`config.mk`:
```
export PLATFORM = sky130hd
export DESIGN_NAME = cla_chunk_sequencer
export DESIGN_NICKNAME = d
export VERILOG_FILES = /design/src/rtl/cla_chunk_sequencer.sv
export SDC_FILE = /design/constraint.sdc
export NUM_CORES = 1
export LEC_CHECK = 0
export ABC_AREA = 1
export CELL_PAD_IN_SITES_DETAIL_PLACEMENT = 1
export CELL_PAD_IN_SITES_GLOBAL_PLACEMENT = 1
export CORE_ASPECT_RATIO = 0.8
export CORE_MARGIN = 2
export CORE_UTILIZATION = 33
export DETAILED_ROUTE_END_ITERATION = 8
export GPL_TIMING_DRIVEN = 0
export PLACE_DENSITY_LB_ADDON = 0.1
export SETUP_SLACK_MARGIN = 0.5
export SLEW_MARGIN = 40
export SYNTH_ARGS = -nofsm -noshare
export SYNTH_HDL_FRONTEND = slang
export SYNTH_SLANG_ARGS = --single-unit
```
`constraint.sdc`:
```
create_clock -name clk -period 2.2 [get_ports clk]
set_input_delay 0.22 -clock clk [delete_from_list [all_inputs] [get_ports clk]]
set_output_delay 0.22 -clock clk [all_outputs]
set_load 0.01 [all_outputs]
```
`src/rtl/cla_chunk_sequencer.sv`:
```
// cla_chunk_sequencer
// -------------------
// Multi-cycle operand sequencer for an external combinational 8-bit
// carry-lookahead slice. A WIDTH-bit add request is accepted over a
// valid/ready port. The block then feeds the slice one CHUNK-bit slice per
// cycle, least significant chunk first. Each cycle the slice carry-out is fed
// back in as the next carry-in. The assembled sum and the final carry are
// presented on a valid/ready result port.
//
// Optional feature: define CLA_SEQ_SUB_EN to add the op_sub input.
// When op_sub=1 the block computes op_a - op_b (two's complement), and
// out_cout=1 means no borrow.
//
// Parameters:
//   WIDTH  operand/result width, a multiple of CHUNK and >= CHUNK
//   CHUNK  slice width (8, matching the lookahead slice)
//
// Ports:
//   clk, rst             clock, synchronous active-high reset
//   in_valid/in_ready    request handshake
//   op_a, op_b, op_cin   request operands and carry-in
//   op_sub               subtract select (CLA_SEQ_SUB_EN only)
//   add_a/add_b/add_cin  chunk operands and carry driven to the slice
//   add_s/add_cout       slice result, valid in the same cycle
//   out_valid/out_ready  result handshake
//   out_sum, out_cout    assembled sum and final carry-out
//   busy                 high while chunks are being processed
//
// FSM states:
//   state  | meaning
//   S_IDLE | waiting for a request, in_ready=1
//   S_RUN  | one chunk per cycle through the slice, idx = current chunk
//   S_DONE | result valid, held until out_ready; may accept the next request

module cla_chunk_sequencer #(
    parameter int WIDTH = 32,
    parameter int CHUNK = 8
) (
    input  logic             clk,
    input  logic             rst,
    input  logic             in_valid,
    output logic             in_ready,
    input  logic [WIDTH-1:0] op_a,
    input  logic [WIDTH-1:0] op_b,
    input  logic             op_cin,
`ifdef CLA_SEQ_SUB_EN
    input  logic             op_sub,
`endif
    output logic [CHUNK-1:0] add_a,
    output logic [CHUNK-1:0] add_b,
    output logic             add_cin,
    input  logic [CHUNK-1:0] add_s,
    input  logic             add_cout,
    output logic             out_valid,
    input  logic             out_ready,
    output logic [WIDTH-1:0] out_sum,
    output logic             out_cout,
    output logic             busy
);

    localparam int NCHUNK = WIDTH / CHUNK;
    localparam int IDXW   = (NCHUNK > 1) ? $clog2(NCHUNK) : 1;
    localparam logic [IDXW-1:0] IDX_LAST = IDXW'(NCHUNK - 1);

    typedef enum logic [1:0] {
        S_IDLE = 2'd0,
        S_RUN  = 2'd1,
        S_DONE = 2'd2
    } state_t;

    state_t            state_q, state_d;
    logic [IDXW-1:0]   idx_q, idx_d;
    logic              carry_q, carry_d;
    logic [WIDTH-1:0]  a_q, a_d;
    logic [WIDTH-1:0]  b_q, b_d;
    logic [WIDTH-1:0]  sum_q, sum_d;
    logic              cout_q, cout_d;

    logic              accept;
    logic [WIDTH-1:0]  b_in;
    logic              cin_in;

    // Subtraction is a + ~b + 1, so the slice path is unchanged.
`ifdef CLA_SEQ_SUB_EN
    assign b_in   = op_sub ? ~op_b : op_b;
    assign cin_in = op_sub ? 1'b1  : op_cin;
`else
    assign b_in   = op_b;
    assign cin_in = op_cin;
`endif

    assign in_ready  = (state_q == S_IDLE) || ((state_q == S_DONE) && out_ready);
    assign accept    = in_valid && in_ready;
    assign out_valid = (state_q == S_DONE);
    assign busy      = (state_q == S_RUN);
    assign out_sum   = sum_q;
    assign out_cout  = cout_q;

    always_comb begin
        add_a   = '0;
        add_b   = '0;
        add_cin = 1'b0;
        if (state_q == S_RUN) begin
            add_a   = a_q[CHUNK*int'(idx_q) +: CHUNK];
            add_b   = b_q[CHUNK*int'(idx_q) +: CHUNK];
            add_cin = carry_q;
        end
    end

    always_comb begin
        state_d = state_q;
        idx_d   = idx_q;
        carry_d = carry_q;
        a_d     = a_q;
        b_d     = b_q;
        sum_d   = sum_q;
        cout_d  = cout_q;

        case (state_q)
            S_IDLE: begin
                if (accept) begin
                    a_d     = op_a;
                    b_d     = b_in;
                    carry_d = cin_in;
                    idx_d   = '0;
                    state_d = S_RUN;
                end
            end

            S_RUN: begin
                sum_d[CHUNK*int'(idx_q) +: CHUNK] = add_s;
                carry_d = add_cout;
                if (idx_q == IDX_LAST) begin
                    idx_d   = '0;
                    cout_d  = add_cout;
                    state_d = S_DONE;
                end else begin
                    idx_d = idx_q + IDXW'(1);
                end
            end

            S_DONE: begin
                if (out_ready) begin
                    if (in_valid) begin
                        // Next request is taken on the same edge the result
                        // is consumed, so no IDLE cycle is inserted.
                        a_d     = op_a;
                        b_d     = b_in;
                        carry_d = cin_in;
                        idx_d   = '0;
                        state_d = S_RUN;
                    end else begin
                        state_d = S_IDLE;
                    end
                end
            end

            default: state_d = S_IDLE;
        endcase
    end

    always_ff @(posedge clk) begin
        if (rst) begin
            state_q <= S_IDLE;
            idx_q   <= '0;
            carry_q <= 1'b0;
            a_q     <= '0;
            b_q     <= '0;
            sum_q   <= '0;
            cout_q  <= 1'b0;
        end else begin
            state_q <= state_d;
            idx_q   <= idx_d;
            carry_q <= carry_d;
            a_q     <= a_d;
            b_q     <= b_d;
            sum_q   <= sum_d;
            cout_q  <= cout_d;
        end
    end

endmodule

```
After elaboration in Yosys (flattened, before gate mapping):

Index checks and enable logic that the tools add are counted.

* register bits after elaboration: 102
* output and inout port bits: 53
* word-level logic and storage cells: 56

* add/sub/neg operators: 2
* equality and inequality tests: 7
* shift-type cells: 4
* multiplexer cells: 26
* reductions and logical operators: 10

Operators by type and width (number)
* 2-to-1 mux 32 bit: 6
* case mux 32 bit (2 select lines): 2
* indexed part select 32 x 6 -> 8 bit: 2
* negation 5 -> 33 bit: 1
* variable shift 8 x 33 -> 32 bit (first input constant): 1
* indexed part select 8 x 33 -> 32 bit: 1
* bitwise mux 32 bit: 1
* 2-to-1 mux 8 bit: 2
* 2-to-1 mux 2 bit: 7
* case mux 2 bit (3 select lines): 2
* AND reduction 4 bit: 2
* 2-to-1 mux 1 bit: 5
* equality test 2 bit (second input constant): 2
* inequality test 2 x 1 -> 1 bit (second input constant): 2
* inequality test 2 bit (second input constant): 2
* case mux 1 bit (3 select lines): 1
* AND reduction 3 bit: 1
* nonzero test 3 bit: 1
* adder 2 x 1 -> 2 bit (second input constant): 1
* equality test 2 x 1 -> 1 bit (second input constant): 1
* logical AND 1 bit: 2
* logical NOT 2 bit: 1
* AND reduction 2 bit: 1
* nonzero test 2 bit: 1
* logical OR 1 bit: 1

Logic depth before layout (Yosys ltp):

* depth in word-level cells: 6
* mapped depth: 9
* gate-level depth less buffers: 7

Least setup slack after synthesis:

No wires, ideal clock.

* kind: register to register
* start: register idx_q[1]
* end: register sum_q[13] (netlist: out_sum[13])
* data arrival time: 1.701 ns
* required time: 2.130 ns
* slack: 0.429 ns
* stages on the path, launching flop included: 10
* clock period less this slack: 1.771 ns
* path through: dfxtp_1 > buf_2 > inv_2 > buf_2 > ha_1 > buf_2 > clkbuf_1 > nor3_1 > nand2_1 > a21oi_1

* longest elaborated chain between the ends: 3
* elaborated cells between the ends (all ways): 4
* classes of those cells: add/sub (1); shift (2); mux (1)

RTL lines
* start: declaration: line 72 `logic [IDXW-1:0] idx_q, idx_d;`
* start signal: assignment: line 173 `idx_q <= idx_d;`
* negation 5 -> 33 bit *: line 131 `sum_d[CHUNK*int'(idx_q) +: CHUNK] = add_s;`
* indexed part select 8 x 33 -> 32 bit or variable shift 8 x 33 -> 32 bit (tied branches): line 131
* bitwise mux 32 bit *: line 131
* end signal: assignment: line 177 `sum_q <= sum_d;`
* end: declaration: line 76 `logic [WIDTH-1:0] sum_q, sum_d;`

Mark *: on every way between the ends. The rest lies on a longest branch, timed or not.
A chain may end at the register's enable or synchronous reset.

Worst setup path after layout:

* start: register idx_q[0]
* end: output port add_a[7]

* longest elaborated chain between the ends: 2

RTL lines
* indexed part select 32 x 6 -> 8 bit: line 104 `add_a = a_q[CHUNK*int'(idx_q) +: CHUNK];`
* 2-to-1 mux 8 bit: line 103 `if (state_q == S_RUN) begin`
* end: declaration: line 49 `output logic [CHUNK-1:0] add_a,`

Every way passes these cells.

==> results.sh <==
export IMPL_status="completed"
export IMPL_final_core_util=0.545
export IMPL_min_period_ps=1840
export IMPL_ys_seq_area_frac=0.453
export IMPL_firstDrtPassIters=4
export IMPL_antenna_found_initial=0
export IMPL_yosys_area_share_simple=0.287
export IMPL_clockBufferDepth=2
export IMPL_yosysTopAreaCellShare=0.453
export IMPL_dieHeight_um=108
export IMPL_path_delay_family="buffers and inverters"
export IMPL_fin_ws_ps=361
export IMPL_hpwlAfterDp_um=12100
export IMPL_dr_first_iter_drc_count=316
export IMPL_drv_cap=0
export IMPL_worstPathMaxFanout=5
export IMPL_gp_congestion=0.855
export IMPL_io_pins=131
export IMPL_crit_path_end_kind="output port"
export IMPL_critical_path_startpoint_type="register"
export IMPL_synth_fp_nets=715
export IMPL_cts_sinks=102
export IMPL_pre_cts_slack_ps=-70.4
export IMPL_cts_root_buf="clkbuf_16"
export IMPL_synth_commonest_cells="nand2_1 (139), a21oi_1 (117), dfxtp_1 (102)"
export IMPL_vdd_ir_drop_worst_uv=423
export IMPL_initial_utilization=0.335
export IMPL_whs_ps=442
export IMPL_ant_nets=0
export IMPL_ys_types=20
export IMPL_finalPower_mw=4.78
export IMPL_fp_row_count=38
export IMPL_ctsHoldBuffers=0
export IMPL_path_cells="buf_12 > buf_16 > nor2_4 > nor2_2 > o21ai_1 > a21oi_2 > buf_2"
export IMPL_htreeDepth=3
export IMPL_tritoncts="done"
export IMPL_ys_ff_latch=102
export IMPL_grt_first_pass_wirelength_um=26600
export IMPL_synthCells=631
export IMPL_gr_usage_all_layers=0.238
export IMPL_hp_class="input pin to register"
export IMPL_worstPathRequired_ps=1980
export IMPL_criticalPathCategory="register to output port"
export IMPL_rsz0062_at_grt="yes"
export IMPL_cpPeakStageDelay_ps=390
export IMPL_nNetsFinal=881
export IMPL_leakagePower_nw=2.70
export IMPL_final_fill_count=1586
export IMPL_yosys_area_share_adder=0.0167
export IMPL_core_area_um2=13500
export IMPL_routed_wl_um=18800
export IMPL_clock_fmax_mhz=544
export IMPL_dr_total_vias=5005
export IMPL_synth_top_family_by_area="simple AND/OR/NAND/NOR gates"
export IMPL_yosysWarnings=0
export IMPL_async_reset_ff_frac=0
export IMPL_synth_area_leaders="dfxtp_1 (45%), a21oi_1 (13%), nand2_1 (12%)"
export IMPL_grt_max_degree=16
export IMPL_clock_skew_ps=4.91
export IMPL_synthXorXnorAreaFrac=0
export IMPL_wl_per_cell_um=19.1
export IMPL_multi_input_area_um2=2630
export IMPL_seqCellArea_um2=2050
export IMPL_drv_slew=0
export IMPL_clock_latency_ps=350
export IMPL_diodes=0
export IMPL_clk_pin_slew_ps=60
export IMPL_setup_viol=0
export IMPL_grt_overflow_total=0
export IMPL_floorplan_die_area_um2=14600
export IMPL_cts_made_buffers=9
export IMPL_hold_viol_final=0
export IMPL_drive_gt1_frac=0.262
export IMPL_slew_headroom=0.549
export IMPL_port_buffers=130
export IMPL_vias_per_cell=5.10
export IMPL_timing_setup_tns_ps=0
export IMPL_drcViolationCount=0
export IMPL_grt_pass1_vias=4989
export IMPL_yosysMostFrequentCell="nand2_1"
export IMPL_tightest_slew_ps=677
export IMPL_areaGrowthSynthToFinish_pct=62.8
export IMPL_synth_edf_count=0
export IMPL_arrival_ps=1620
export IMPL_synth_compound_area_frac=0.170
export IMPL_muxShareOfSynthArea=0
export IMPL_syn_area_um2=4500
export IMPL_pwr_density_cell_nw_per_um2=652
export IMPL_synth_largest_area_cell="dfxtp_1"
export IMPL_path_buf_inv=3
export IMPL_ys_flop_type="dfxtp_1"
export IMPL_cp_slowest_cell="dfxtp_4"
export IMPL_fp_dieW_um=135
export IMPL_postSynthAreaPerCell_um2=7.14
export IMPL_fin_crit_sh=0.836
==> cells in the final DEF, fill, tap and decap left out, types with 5 or more instances in the layout <==
cell type	count
nor2_1	52
o21ai_1	18
clkdlybuf4s50_1	110
clkbuf_16	17
nand2_2	20
buf_6	9
a21oi_1	90
nand3_1	66
inv_1	15
nand2_1	118
nand3_4	5
buf_4	21
nor2_2	11
clkbuf_1	12
o21ai_2	13
buf_12	5
dfxtp_1	99
nor3_4	5
buf_8	6
a21oi_2	27
nor2_4	18
buf_2	22
==> area by class of cell <==
class                           instances  share of cell area
Multi-Input combinational cell        460               0.358
Sequential cell                       102               0.280
Timing Repair Buffer                  155               0.214
Buffer                                 48              0.0613
Clock buffer                           12              0.0350
Tap cell                              180              0.0307
Inverter                               21              0.0145
Clock inverter                          4             0.00615
==> per-stage QoR <==
step                      cells  cell area, um2
after global routing        982            7330
after detailed placement    941            6040
final                       982            7330
after floorplan             631            4520
after global placement      941            6040
after CTS                   968            6720
==> cell families after synthesis <==
group,count (synthesis)
buffers and inverters,69
AOI/OAI and AO/OA,152
DFF,102
adders and majority gates,6
and+or+nand+nor,302
==> flip-flops by register name, indices dropped and copies added, names as in the netlist <==
signal / cells
a_q: 32
b_q: 32
carry_q: 1
idx_q: 2
out_cout: 1
out_sum: 32
state_q: 2
==> tightest hold or removal path, delay by kind of cell <==
family	cells	cell delay, ps
buf+inv	1	400
compound gates	1	50
simple gates	1	80
==> repair_timing <==
action                                  4_1_cts  5_1_grt
endpoints found under the setup margin       52       56
gates cloned                                  2        7
gates resized for setup                     167      138
pin swaps                                    22       55
buffers inserted                              9        7
==> metal layers <==
layer | routed length [um] | up-vias | GRT usage
met4 | 301 | 0 | 0.0609
li1 | - | 2427 | -
met1 | 8650 | 2423 | 0.331
met5 | 0 | - | 0
met3 | 975 | 26 | 0.0464
met2 | 8870 | 129 | 0.380
==> power breakdown <==
part	total, mW	switching, mW	leakage [nW]	internal, mW
clock	1.64	0.702	0.152	0.939
combinational	1.14	0.603	1.72	0.542
sequential	1.99	0.0609	0.835	1.93
==> final timing paths <==
check,startpoint,cells past startpoint,to,slack [ps]
max,idx_q[0],7,add_a[7],360
min,op_a[20],3,a_q[20],440
max reg2reg,idx_q[0],9,out_sum[0],410
min reg2reg,b_q[6],2,b_q[6],460
Power figures use the tool's default switching activity.
